--- src/rtl/pc_redirect_ctrl_pkg.sv ---
// ============================================================================
// Module      : pc_redirect_ctrl_pkg
// Description : Shared PC opcodes, redirect-kind encoding and exception vector
// Revision    : 1.0 - initial release
// ============================================================================
`default_nettype none

package pc_redirect_ctrl_pkg;

    localparam logic [3:0] PC_OP_NORMAL = 4'd0;
    localparam logic [3:0] PC_OP_BEQ    = 4'd1;
    localparam logic [3:0] PC_OP_JAL    = 4'd2;
    localparam logic [3:0] PC_OP_JR     = 4'd3;
    localparam logic [3:0] PC_OP_ERET   = 4'd4;
    localparam logic [3:0] PC_OP_BOTBR  = 4'd5;
    localparam logic [3:0] PC_OP_HOLD   = 4'd15;

    localparam logic [2:0] KIND_BEQ   = 3'd1;
    localparam logic [2:0] KIND_JAL   = 3'd2;
    localparam logic [2:0] KIND_JR    = 3'd3;
    localparam logic [2:0] KIND_ERET  = 3'd4;
    localparam logic [2:0] KIND_BOTBR = 3'd5;

    localparam logic [31:0] EXC_VECTOR = 32'h0000_4180;

    function automatic logic is_valid_kind(input logic [2:0] kind);
        return (kind >= KIND_BEQ) && (kind <= KIND_BOTBR);
    endfunction

endpackage

`default_nettype wire

--- src/rtl/pc_redirect_ctrl_sat_counter.sv ---
// ============================================================================
// Module      : sat_counter
// Description : Up-counter with increment enable, saturating at all-ones
// Revision    : 1.0 - initial release
// ============================================================================
`default_nettype none

module sat_counter #(
    parameter int W = 16
) (
    input  logic         clk,
    input  logic         rst_n,
    input  logic         en,
    output logic [W-1:0] count
);

    logic [W-1:0] count_q;
    logic [W-1:0] count_d;

    always_comb begin
        count_d = count_q;
        if (en && (count_q != {W{1'b1}})) begin
            count_d = count_q + 1'b1;
        end
    end

    always_ff @(posedge clk or negedge rst_n) begin
        if (!rst_n) begin
            count_q <= '0;
        end else begin
            count_q <= count_d;
        end
    end

    assign count = count_q;

endmodule

`default_nettype wire

--- src/rtl/pc_redirect_ctrl.sv ---
// ============================================================================
// Module      : pc_redirect_ctrl
// Description : Fetch PC sequencer - redirect deferral, exception entry, flush
// Revision    : 1.0 - initial release
// ============================================================================
`default_nettype none

module pc_redirect_ctrl
    import pc_redirect_ctrl_pkg::*;
#(
    parameter int FLUSH_CYCLES = 2,
    parameter int CNT_W        = 16
) (
    input  logic             clk,
    input  logic             reset,
    input  logic             stall,
    input  logic             redir_valid,
    input  logic [2:0]       redir_kind,
    input  logic [31:0]      redir_target,
    input  logic             exc_req,
    output logic [3:0]       pc_op,
    output logic [31:0]      pc_tgt,
    output logic             pc_req,
    output logic             flush_if,
    output logic             pending,
    output logic [CNT_W-1:0] redir_cnt
);

    typedef enum logic [1:0] {
        ST_IDLE = 2'd0,
        ST_PEND = 2'd1,
        ST_EXC  = 2'd2
    } state_t;

    localparam logic [2:0] FLUSH_LOAD = 3'(FLUSH_CYCLES - 1);

    state_t      state_q, state_d;
    logic [2:0]  kind_q, kind_d;
    logic [31:0] tgt_q, tgt_d;
    logic [2:0]  fcnt_q, fcnt_d;
    logic        cnt_inc;

    always_comb begin
        state_d  = state_q;
        kind_d   = kind_q;
        tgt_d    = tgt_q;
        fcnt_d   = fcnt_q;
        cnt_inc  = 1'b0;
        pc_req   = 1'b0;
        flush_if = 1'b0;
        pc_op    = stall ? PC_OP_HOLD : PC_OP_NORMAL;
        pc_tgt   = (state_q == ST_PEND) ? tgt_q : 32'd0;

        if (exc_req) begin
            // Exception wins in every state and drops any held redirect.
            pc_req   = 1'b1;
            flush_if = 1'b1;
            pc_op    = PC_OP_HOLD;
            state_d  = ST_EXC;
            fcnt_d   = FLUSH_LOAD;
            kind_d   = 3'd0;
            tgt_d    = 32'd0;
        end else begin
            case (state_q)
                ST_IDLE: begin
                    if (redir_valid && is_valid_kind(redir_kind)) begin
                        if (stall) begin
                            pc_op   = PC_OP_HOLD;
                            kind_d  = redir_kind;
                            tgt_d   = redir_target;
                            state_d = ST_PEND;
                        end else begin
                            pc_op   = {1'b0, redir_kind};
                            pc_tgt  = redir_target;
                            cnt_inc = 1'b1;
                        end
                    end
                end
                ST_PEND: begin
                    if (!stall) begin
                        pc_op   = {1'b0, kind_q};
                        pc_tgt  = tgt_q;
                        cnt_inc = 1'b1;
                        state_d = ST_IDLE;
                    end
                end
                ST_EXC: begin
                    flush_if = 1'b1;
                    if (fcnt_q == 3'd0) begin
                        state_d = ST_IDLE;
                    end else begin
                        fcnt_d = fcnt_q - 1'b1;
                    end
                end
                default: begin
                    state_d = ST_IDLE;
                end
            endcase
        end
    end

    always_ff @(posedge clk or negedge reset) begin
        if (!reset) begin
            state_q <= ST_IDLE;
            kind_q  <= 3'd0;
            tgt_q   <= 32'd0;
            fcnt_q  <= 3'd0;
        end else begin
            state_q <= state_d;
            kind_q  <= kind_d;
            tgt_q   <= tgt_d;
            fcnt_q  <= fcnt_d;
        end
    end

    assign pending = (state_q == ST_PEND);

    sat_counter #(
        .W (CNT_W)
    ) u_redir_cnt (
        .clk   (clk),
        .rst_n (reset),
        .en    (cnt_inc),
        .count (redir_cnt)
    );

endmodule

`default_nettype wire

--- config.mk ---
export PLATFORM = sky130hd
export DESIGN_NAME = pc_redirect_ctrl
export DESIGN_NICKNAME = d
export VERILOG_FILES = /design/src/rtl/pc_redirect_ctrl_pkg.sv /design/src/rtl/pc_redirect_ctrl_sat_counter.sv /design/src/rtl/pc_redirect_ctrl.sv
export SDC_FILE = /design/constraint.sdc
export NUM_CORES = 1
export LEC_CHECK = 0
export BUFFER_PORTS_ARGS = -buffer_cell sky130_fd_sc_hd__buf_4
export CAP_MARGIN = 20
export CORE_MARGIN = 2
export CORE_UTILIZATION = 45
export DETAILED_ROUTE_END_ITERATION = 12
export PLACE_DENSITY = 0.81
export SETUP_SLACK_MARGIN = 0.05
export SLEW_MARGIN = 40
export SYNTH_ARGS = -nofsm -noshare
export SYNTH_HDL_FRONTEND = slang
export SYNTH_SLANG_ARGS = --single-unit
--- constraint.sdc ---
create_clock -name clk -period 2.3 [get_ports clk]
set_clock_uncertainty 0.15 [all_clocks]
set_input_delay 0.46 -clock clk [delete_from_list [all_inputs] [get_ports clk]]
set_output_delay 0.46 -clock clk [all_outputs]
set_load 0.1 [all_outputs]
Word level (Yosys, flattened, before mapping)
Index checks and enable logic that the tools add are counted.
Cells by class
  reductions and logical operators: 12
  mux-type cells: 36
  $add $sub $neg: 2
  multipliers: 0
  shift operators: 0
  $lt $le $gt $ge: 2
  bitwise gates (word level): 0
  equality and inequality tests: 8
  div/mod/pow operators: 0
Operators by type and width (count)
  2-to-1 mux 32 bit: 9
  case mux 32 bit (2 select lines): 1
  2-to-1 mux 3 bit: 7
  2-to-1 mux 4 bit: 5
  adder 16 x 1 -> 16 bit (second input constant): 1
  inequality test 16 bit (second input constant): 1
  inequality test 3 bit (second input constant): 4
  2-to-1 mux 2 bit: 5
  case mux 4 bit (2 select lines): 1
  nonzero test 2 bit: 4
  2-to-1 mux 1 bit: 6
  case mux 2 bit (3 select lines): 1
  AND reduction 4 bit: 1
  greater-or-equal comparator 3 x 1 -> 1 bit (second input constant): 1
  less-or-equal comparator 3 bit (second input constant): 1
  logical AND 1 bit: 3
  logical NOT 3 bit: 1
  AND reduction 3 bit: 1
  subtractor 3 x 1 -> 3 bit (second input constant): 1
  == test 2 x 1 -> 1 bit (second input constant): 1
  == test 2 bit (second input constant): 1
  logical NOT 2 bit: 1
  inequality test 2 bit (second input constant): 1
  case mux 1 bit (2 select lines): 1
  AND reduction 2 bit: 1
Storage, ports and cells
  ROM bits: 0
  word-level logic and storage cells: 65
  output and inout bits: 55
  bits in registers: 56
  memories: 0
  RAM bits: 0
  input bits: 40
  bits in latches: 0

Depth between registers and ports, before layout
Gate-level depths: netlist of run 1.
  word-level depth: 7
  mapped depth: 7
  gate-level depth less buffers: 6

Cells and area by module
From an unflattened synthesis of run 1, not the netlist that was laid out.
Second synthesis, totals
  cells, all modules: 315
  area total of the unflattened synthesis: 3229.3 µm²
By module, submodules not included
  pc_redirect_ctrl: area each 2344.7 µm², times used 1, cells an instance 238
  sat_counter: area each 884.6 µm², times used 1, cells an instance 77

Least setup slack after synthesis of run 1
Ideal clock, no wire load.
  path type: input to output
  start: in redir_valid
  end: out pc_op[2]
  data arrival time: 3.013 ns
  data required time: 1.690 ns
  setup slack: -1.323 ns
  stages on the path: 4
  path through: a21bo_2 > nor2_1 > a22oi_1 > o21ai_0
On the way
  word-level cells in the longest chain between the ends: 4
RTL lines
  start: declaration: RTL line pc_redirect_ctrl.sv:17  | input logic redir_valid,
  logical AND 1 bit: RTL line pc_redirect_ctrl.sv:66  | if (redir_valid && is_valid_kind(redir_kind)) begin
  2-to-1 mux 4 bit: RTL line pc_redirect_ctrl.sv:66
  case mux 4 bit (2 select lines): RTL line pc_redirect_ctrl.sv:64  | case (state_q)
  2-to-1 mux 4 bit: RTL line pc_redirect_ctrl.sv:54  | if (exc_req) begin
  end: declaration: RTL line pc_redirect_ctrl.sv:21  | output logic [3:0] pc_op,
Every way passes these cells.

Final worst setup path of run 1
  start: reg state_q[1]
  end: out pc_tgt[16]
On the way
  word-level cells in the longest chain between the ends: 6
  elaborated cells on any way between the ends: 8
  classes of those cells: eq/ne (1); mux (6); reduce/logical (1)
RTL lines
  start: declaration: RTL line pc_redirect_ctrl.sv:37  | state_t state_q, state_d;
  start signal: assignment: RTL line pc_redirect_ctrl.sv:109  | state_q <= state_d;
  == test 2 x 1 -> 1 bit: RTL line pc_redirect_ctrl.sv:52, pc_redirect_ctrl.sv:64
  2-to-1 mux 32 bit: RTL line pc_redirect_ctrl.sv:52  | pc_tgt = (state_q == ST_PEND) ? tgt_q : 32'd0;
  2-to-1 mux 32 bit: RTL line pc_redirect_ctrl.sv:67  | if (stall) begin
  2-to-1 mux 32 bit: RTL line pc_redirect_ctrl.sv:66
  case mux 32 bit (2 select lines): RTL line pc_redirect_ctrl.sv:64
  2-to-1 mux 32 bit (*): RTL line pc_redirect_ctrl.sv:54
  end: declaration: RTL line pc_redirect_ctrl.sv:22  | output logic [31:0] pc_tgt,
Every way passes the cells marked *; elsewhere a longest branch is shown, timed or not.

==> summary.md, run 1 <==
| Metric | Value |
|---|---|
| Ys flop type | dfrtp_1 |
| Clock Path Buffers | 2 |
| Cell variety after synth | 34 |
| Critical path capture point type | output port |
| CTS tree | yes |
| Synth Net Count | 345 |
| Clock Root Buffer | clkbuf_8 |
| Die H | slightly above 80 um |
| Post-route minimum period | 2.38 ns |
| Slew of the pin with the lowest slew margin | around 0.7 ns |
| Setup TNS | -1.97 ns |
| Crit Path Category | flip-flop to output port |
| Flops & latches, synth | 56 |
| RSZ-0062 raised after global routing | yes |
| Yosys warns | 0 |
| Clk sinks | between 50 and 60 |
| Ports | 95 |
| GR Overflow Total | 0 |
| Crit-path cells | nor4_4 > and2_4 > buf_12 > a22o_4 > buf_12 |
| Core Rows | 28 |
| CTS H-tree lvls | 2 |
| DPL Wire Length | around 5500 um |
| Core Util, Final | around three quarters |
| Final instance area | 4570 um2 |
| CP max FO | 17 |
| Largest cells by area after synthesis | dfrtp_1 (50%), nand2_1 (10%), a22o_1 (10%) |
| Non-filler instance count after layout | 479 |
| Worst setup margin | -0.0756 ns |
| Final antenna-violating net count | 0 |
| Maxcap violations | 0 |
| Vias in the first global route | 2763 |
| First-pass DRT Iterations | 4 |
| Post-synthesis sequential area ratio | approximately half |
| Arr. time, crit path | about 1.8 ns |
| Worst VDD drop | between 0.0007 and 0.0008 V |
| Sequential cell area | 1420 um2 |
| WL/cell | ~17 um |
| Reg2reg start | state_q[1] |
| Via count | approximately 2700 |
| Clock Latency Late Sink | 0.31 ns |
| Max Clock Freq | 0.421 GHz |
| CP peak stage delay | around 0.45 ns |
| All-Layer GR Usage | 23.9% |
| Max-slew headroom | 52.5% |
| Synth top area share | between 50% and 60% |
| Cell count after placement | 471 |
| Initial antenna violation count | 0 |
| Wire length of the first global-routing pass | roughly 13000 um |
| # DRC | 0 |
| Largest net degree at the start of global routing | 57 |
| Total power | approximately 2.5 mW |
| Ys async rst share | 100% |
| Post-synth top area cell | dfrtp_1 |
| Initial core utilization | between 40 and 50% |
| Failing checks | negative setup slack |
| IO Port Bufs | between 90 and 100 |
| CTS Buf Count | 5 |
| Worst min path class | input pin to asynchronous set/reset pin |
| R2R cell count | 5 |
| Synth Instances | around 300 |
| Startpoint Class | flip-flop |
| FF-to-FF setup slack | between 0.15 and 0.2 ns |
| Antenna cell count | 0 |
| # setup viols final | 32 |
| Core Region | between 5000 and 6000 um2 |
| # Post-CTS Setup Buffers | 0 |
| Slowest CP cell | dfrtp_2 |
| Area of the multi-input gates | about 1600 um2 |
| Detailed Route Iter0 Violations | around 120 |
| Layout cells sized above 1 | between 40 and 50% |
| Average size of a mapped cell | a little over 9 um2 |
| Reg-to-Reg End | u_redir_cnt.count[1] |
| LEAKAGE | 2.10 nW |
| Area grow syn2layout | 63.5% |
| EDFF count, synth | 0 |
| Fraction of the cycle the final worst path needs | 103% |
| Most frequent cell on the critical path | buf_12 |
| RePlAce Congestion | around 0.78 |
| Vias per cell | 5.58 |
| Setup WS pre-CTS | -0.172 ns |
| Critical path required time | 1.69 ns |
| Final Max Tran Viols | 0 |
| CP Launch Point | state_q[1] |
| Outcome | finished with violations |
| Power Dens Cells | around 550 nW/um2 |
| Die Footprint | 6860 um2 |
| Die width | just over 80 um |
| Final Hold Vio Count | 0 |
| WHS | around 0.03 ns |
| Area of the mapped netlist | between 2000 and 3000 um2 |
| Routed WL | about 8000 um |
| DP Area | between 4000 and 5000 um2 |
| Nets | 446 |
| Worst-path clk slew | about 0.10 ns |
| Fillers | about 380 |
routing by layer:
layer,track usage (%),vias up,part of all wire [%]
met5,0,-,0
met4,6.41,0,1.6
met3,3.78,11,4.6
met2,43.3,88,54
met1,29.4,1324,40
li1,-,1252,-
flip-flops by register name, summed over array words and instances, names as in the netlist:
signal	flops
u_redir_cnt.count	16
tgt_q	32
fcnt_q	3
state_q	2
kind_q	3
critical path, delay by kind of cell, from the launching register on:
family                 cells  cell delay (ns)
and+or+nand+nor            2             0.50
DFF                        1             0.45
buffers and inverters      2             0.33
AOI/OAI and AO/OA          1             0.15
how the worst max path moves through the flow:
stage / to / slack (ns) / cells after the start
after floorplan: pc_op[0] / -0.05 / 4
after global placement: pc_tgt[11] / -0.15 / 7
after detailed placement: pc_tgt[14] / -0.17 / 7
after CTS: pc_tgt[14] / -0.09 / 5
after global routing: pc_tgt[17] / -0.13 / 5
final: pc_tgt[16] / -0.08 / 5
Yosys cell counts, drive strengths merged (2+ instances only):
cell / n
nand2: 78
dfrtp: 56
a21oi: 38
a22o: 32
xnor2: 13
clkbuf: 12
nor2: 11
buf: 9
nand3: 7
inv: 5
nand2b: 4
nand4: 4
a22oi: 3
and3: 3
ha: 3
nor3: 3
o21ai: 3
and2: 2
and4: 2
mux2: 2
nor4: 2
timing repair:
item | in CTS | in global routing
pin swaps | 0 | 0
endpoints found under the setup margin | 34 | 36
gates resized for setup | 99 | 6
gates cloned | 0 | 0
hold buffers | 0 | 0
layout by cell type (no fill, tap or decap), drive strengths merged, types with 2 or more instances in the layout:
master and count:
buf 115, nand2 78, dfrtp 56, a21oi 38, a22o 32, xnor2 13, nor2 11, nand3 7
inv 6, clkbuf 5, nand4 4, nand2b 4, a22oi 3, and3 3, ha 3, o21ai 3
nor3 3, and4 2, mux2 2, nor4 2, and2 2
final cells by class:
| type | instances | area share, % |
|---|---|---|
| Multi-Input combinational cell | 220 | 35.3 |
| Sequential cell | 56 | 31.0 |
| Timing Repair Buffer | 115 | 29.3 |
| Clock inverter | 3 | 0.465 |
| Clock buffer | 5 | 1.51 |
| Tap cell | 75 | 2.05 |
| Inverter | 5 | 0.411 |
power breakdown:
group	total, mW	switching [mW]	internal, mW
logic	0.849	0.565	0.284
registers	1.13	0.0698	1.06
clock network	0.550	0.333	0.217
total	2.53	0.968	1.56
cells by family after synthesis:
| group | synth area share [%] |
|---|---|
| and+or+nand+nor | 18.8 |
| xor gates and xnor gates | 4.38 |
| muxes | 0.805 |
| buffers and inverters | 4.21 |
| adders and majority gates | 1.34 |
| DFF | 50.1 |
| AOI/OAI and AO/OA | 20.3 |
(Power assumes the default switching activity.)
==> run 2, diff against run 1 <==
--- a/config.mk
+++ b/config.mk
@@ -7,6 +7,7 @@
 export LEC_CHECK = 0
 export BUFFER_PORTS_ARGS = -buffer_cell sky130_fd_sc_hd__buf_4
 export CAP_MARGIN = 20
+export CORE_ASPECT_RATIO = 1.25
 export CORE_MARGIN = 2
 export CORE_UTILIZATION = 45
 export DETAILED_ROUTE_END_ITERATION = 12
==> summary.md, run 2 (same netlist as run 1, synthesis figures left out) <==
| Metric | Value |
|---|---|
| Outcome | finished with violations |
| Failing checks | negative setup slack |
| Routed WL | 7920 um |
| LEAKAGE | around 2.1 nW |
| Final Hold Vio Count | 0 |
| RSZ-0062 raised after global routing | yes |
| CP peak stage delay | between 0.4 and 0.5 ns |
| Slowest CP cell | dfrtp_1 |
| Arr. time, crit path | about 1.7 ns |
| Reg2reg start | state_q[1] |
| Max Clock Freq | 0.428 GHz |
| R2R cell count | 7 |
| Final Max Tran Viols | 0 |
| Die H | 92.1 um |
| Most frequent cell on the critical path | buf_12 |
| Largest delay share family, worst path | simple AND/OR/NAND/NOR gates |
| Worst setup margin | -0.0389 ns |
| Clk sinks | 56 |
| Total power | 2.55 mW |
| CTS Hold Bufs | 0 |
| DP Area | about 4100 um2 |
| Largest reg by FF count | tgt_q |
| Critical path required time | roughly 1.7 ns |
| Vias in the first global route | about 2700 |
| Startpoint Class | flip-flop |
| DPL Wire Length | around 4900 um |
| Worst min path class | input pin to asynchronous set/reset pin |
| First-pass DRT Iterations | 4 |
| Fraction of the cycle the final worst path needs | 102% |
| CTS Buf Count | 5 |
| Crit Path Category | flip-flop to output port |
| Largest register FFs | 32 |
| Maxcap violations | 0 |
| Final antenna-violating net count | 0 |
| Post-route minimum period | approximately 2.3 ns |
| Die width | 74.5 um |
| Detailed Route Iter0 Violations | 113 |
| FF-to-FF setup slack | about 0.11 ns |
| Max-slew headroom | between 50 and 60% |
| Core Rows | 32 |
| GR Overflow Total | 0 |
| Reg-to-Reg End | u_redir_cnt.count[12] |
| # DRC | 0 |
| Initial core utilization | ~46% |
| Final instance area | around 4600 um2 |
| Vias per cell | ~5.4 |
| Die Footprint | 6860 um2 |
| Commonest non-fill, non-tap cell in the layout | nand2_1 |
| Clock Latency Late Sink | ~0.30 ns |
| IO Port Bufs | 94 |
| Layout cells sized above 1 | approximately 45% |
| CP max FO | 11 |
| WL/cell | roughly 16 um |
| Core Util, Final | 76.4% |
| Ports | between 90 and 100 |
| Worst VDD drop | 0.000614 V |
| Area grow syn2layout | 66.2% |
| Core Region | 6090 um2 |
| Wire length of the first global-routing pass | about 13000 um |
| Power Dens Cells | 548 nW/um2 |
| WHS | 0.0503 ns |
| Clock Path Buffers | 2 |
| Clock Root Buffer | clkbuf_8 |
| Crit-path cells | nor4_4 > and2_4 > buf_12 > a22o_4 > buf_12 |
| Critical path buffer and inverter count | 2 |
| Critical path capture point type | output port |
| Initial antenna violation count | 0 |
| Slew of the pin with the lowest slew margin | approximately 0.70 ns |
| Nets | 450 |
| RePlAce Congestion | 0.767 |
| Via count | roughly 2700 |
| CTS H-tree lvls | 2 |
| All-Layer GR Usage | between 20 and 25% |
| # setup viols final | 32 |
| Antenna cell count | 0 |
| CTS tree | yes |
| Largest net degree at the start of global routing | 57 |
| Worst-path clk slew | approximately 0.09 ns |
| Most frequent cells in the layout | nand2_1 (78), buf_4 (75), dfrtp_1 (45) |
-- run 2: cell count changes in the layout (fill, tap and decap cells not counted), sizes merged --
cell / change
buf: +4
clkbuf: +2
clkinv: -1
inv: -1
-- run 2: stage by stage --
stage,worst slack [ns],cells,TNS [ns]
global route,-0.107,493,-2.87
CTS,-0.0496,493,-1.28
finish,-0.0389,493,-0.731
floorplan,-0.0550,302,-0.110
detailed placement,-0.185,482,-5.10
global placement,-0.178,482,-4.74
-- run 2: layer usage --
metal | GRT usage (%) | share of wire [%] | up-vias
met3 | 4.84 | 4.6 | 19
met4 | 8.04 | 2.3 | 0
met2 | 43.4 | 55 | 84
met1 | 29.1 | 38 | 1309
li1 | - | - | 1257
met5 | 0 | 0 | -
-- run 2: worst max path at each step --
stage | startpoint | end | slack [ns] | depth (start not counted)
floorplan | redir_valid | pc_op[0] | -0.05 | 4
global placement | redir_kind[1] | pc_tgt[27] | -0.18 | 7
detailed placement | redir_kind[1] | pc_tgt[9] | -0.19 | 7
CTS | state_q[1] | pc_tgt[10] | -0.05 | 5
global route | state_q[1] | pc_tgt[16] | -0.11 | 5
finish | state_q[1] | pc_tgt[16] | -0.04 | 5
-- run 2: final cells by class --
class                      count  area, um2
fill                         402       1440
clock buffer                   7       86.3
multi-input combinational    220       1620
clock inverter                 1       7.51
tap                           85        106
sequential                    56       1420
inverter                       5       18.8
timing repair buffer         119       1400
-- run 2: worst reg2reg max path, cell delays in order (launching register included) --
cell and delay [ns]:
dfrtp_1 0.41, buf_4 0.15, or3_1 0.38, a211o_1 0.30, a41oi_4 0.24, buf_6 0.16
nand4_1 0.13, xnor2_1 0.16
-- run 2: timing repair --
action	CTS	global route
pin swaps	1	2
setup endpoints to repair	36	38
buffers inserted	2	0
gates resized for setup	104	5
gates cloned	1	0
-- run 2: where the power goes --
| group | leakage (nW) | internal (mW) | switching [mW] |
|---|---|---|---|
| Sequential | 0.751 | 1.06 | 0.0617 |
| Clock | 0.0445 | 0.245 | 0.308 |
| Combinational | 1.33 | 0.305 | 0.570 |
| Total | 2.12 | 1.61 | 0.940 |
==> run 3, diff against run 2 <==
--- a/config.mk
+++ b/config.mk
@@ -12,7 +12,7 @@
 export CORE_UTILIZATION = 45
 export DETAILED_ROUTE_END_ITERATION = 12
 export PLACE_DENSITY = 0.81
-export SETUP_SLACK_MARGIN = 0.05
+export SETUP_SLACK_MARGIN = 0.15
 export SLEW_MARGIN = 40
 export SYNTH_ARGS = -nofsm -noshare
 export SYNTH_HDL_FRONTEND = slang
==> summary.md, run 3 (same netlist as run 1, synthesis figures left out) <==
| Metric | Value |
|---|---|
| Outcome | finished with violations |
| Failing checks | negative setup slack |
| Core Region | 6090 um2 |
| Most frequent cells in the layout | nand2_1 (78), buf_4 (78), dfrtp_1 (44) |
| # setup viols final | 44 |
| Largest register FFs | 32 |
| CTS H-tree lvls | 2 |
| RePlAce Congestion | roughly 0.76 |
| Largest delay share family, worst path | simple AND/OR/NAND/NOR gates |
| Critical path capture point type | output port |
| Critical path buffer and inverter count | 3 |
| NetSw | slightly above 1 mW |
| GR Overflow Total | 0 |
| Crit-path cells | buf_8 > a21bo_4 > nor4_4 > and2_4 > buf_12 > a22o_4 > buf_12 |
| DPL Wire Length | 5460 um |
| Clk sinks | 56 |
| Via count | 3216 |
| Met3 WL post-DR | around 1400 um |
| Ports | 95 |
| WL/cell | ~25 um |
| Largest reg by FF count | tgt_q |
| CTS tree | yes |
| Layout cells sized above 1 | between 40% and 50% |
| Setup WS pre-CTS | -0.136 ns |
| Die width | 74.5 um |
| Die H | about 90 um |
| Maxcap violations | 0 |
| Core Rows | 32 |
| Final Max Tran Viols | 0 |
| Nets | approximately 470 |
| Fillers | 310 |
| Post-Route M1 WL | approximately 4400 um |
| Initial antenna violation count | 0 |
| Slowest CP cell | and2_4 |
| Detailed Route Iter0 Violations | around 550 |
| Final antenna-violating net count | 0 |
| Power Dens Cells | 549 nW/um2 |
| Final Hold Vio Count | 0 |
| Worst VDD drop | between 0.0005 and 0.0006 V |
| Vias per cell | between 6 and 7 |
| Startpoint Class | input pin |
| Int Pwr | around 1.7 mW |
| Most frequent cell on the critical path | buf_12 |
| RSZ-0062 raised after global routing | yes |
| Largest net degree at the start of global routing | between 50 and 60 |
| Net Sw Frac | 37.2% |
| Met2 wire len | between 5000 and 6000 um |
| Initial core utilization | around 46% |
| Area grow syn2layout | 79.6% |
| # DRC | 0 |
| Clock Root Buffer | clkbuf_8 |
| DP Area | ~4100 um2 |
| LEAKAGE | 2.27 nW |
| Fraction of the cycle the final worst path needs | 109% |
| Critical path required time | 1.69 ns |
| Die Footprint | slightly below 7000 um2 |
| Worst path depth | 7 |
| Area of the multi-input gates | 1690 um2 |
| CTS Buf Count | 5 |
| Clock power share | a little under a quarter |
| Max-slew headroom | about 52% |
| Antenna cell count | 0 |
| CTS Hold Bufs | 0 |
| First-pass DRT Iterations | 5 |
| Clock Path Buffers | 2 |
| Vias in the first global route | around 3100 |
| Routed WL | between 10000 and 15000 um |
| Wire length of the first global-routing pass | 16200 um |
| Reg power frac | around 40% |
| Worst min path class | input pin to asynchronous set/reset pin |
| CP max FO | 6 |
| Slew of the pin with the lowest slew margin | 0.724 ns |
| Sequential cell area | 1430 um2 |
| IO Port Bufs | 94 |
| All-Layer GR Usage | around a third |
| Worst setup margin | -0.201 ns |
| Worst-path clk slew | roughly 0.10 ns |
| Top layer in use | met5 |
| Arr. time, crit path | 1.89 ns |
| CP peak stage delay | ~0.31 ns |
| Final instance area | ~5000 um2 |
| Share of total power in combinational logic | 35.3% |
| R2R cell count | 9 |
| Max Clock Freq | approximately 0.40 GHz |
| Clock Latency Late Sink | 0.31 ns |
| Post-route minimum period | ~2.5 ns |
| Crit Path Category | input pin to output port |
[run 3: cell count changes in the layout (fill, tap and decap cells not counted), sizes merged]
cell / previous run / this run
buf: 119 / 131
clkbuf: 7 / 9
bufinv: 0 / 1
clkinv: 0 / 1
clkinvlp: 1 / 0
[run 3: final timing paths]
kind	to	slack, ns	startpoint
worst max-delay path	pc_tgt[19]	-0.20	redir_kind[1]
worst min-delay path	tgt_q[30]	0.05	reset
worst max register to register	u_redir_cnt.count[9]	-0.11	state_q[1]
worst min register to register	u_redir_cnt.count[10]	0.33	u_redir_cnt.count[10]
max in group asynchronous	u_redir_cnt.count[8]	1.41	reset
min in group clk	state_q[0]	0.18	exc_req
[run 3: through the flow]
| step | setup TNS, ns | cells | power [mW] | hold slack (ns) | util, % |
|---|---|---|---|---|---|
| 2_1_floorplan | -0.110 | 302 | 1.71 | 0.0144 | - |
| 3_3_place_gp | -2.64 | 481 | 1.94 | 0.316 | 67.1 |
| 3_5_place_dp | -3.40 | 481 | 1.96 | 0.326 | 67.1 |
| 4_1_cts | -2.45 | 497 | 2.68 | 0.0697 | 79.0 |
| 5_1_grt | -7.87 | 508 | 2.87 | 0.103 | 82.5 |
| 6_report | -5.94 | 508 | 2.76 | 0.0481 | 82.5 |
[run 3: routing by layer]
| layer | up-vias | track usage [%] |
|---|---|---|
| met4 | 2 | 18.2 |
| met3 | 100 | 9.56 |
| met1 | 1567 | 36.2 |
| li1 | 1294 | - |
| met2 | 253 | 51.7 |
| met5 | - | 0 |
[run 3: power groups by stage]
stage / Clock (mW) / Sequential [mW] / Combinational (mW)
after floorplan: 0 / 1.30 / 0.407
after global placement: 0 / 1.14 / 0.798
after detailed placement: 0 / 1.15 / 0.813
after CTS: 0.650 / 1.13 / 0.907
after global routing: 0.701 / 1.15 / 1.03
final: 0.651 / 1.13 / 0.973
[run 3: final cells by class]
class                      instances  area share, %
tap                               85           2.12
inverter                           5          0.374
sequential                        56           28.4
clock inverter                     2          0.698
multi-input combinational        220           33.7
clock buffer                       6           1.45
timing repair buffer             134           33.3
[run 3: repair_timing]
action                                  4_1_cts  5_1_grt
buffers inserted                              5        8
pin swaps                                     5       20
endpoints found under the setup margin       36       51
resized for setup                           121       20
gates cloned                                  3        3
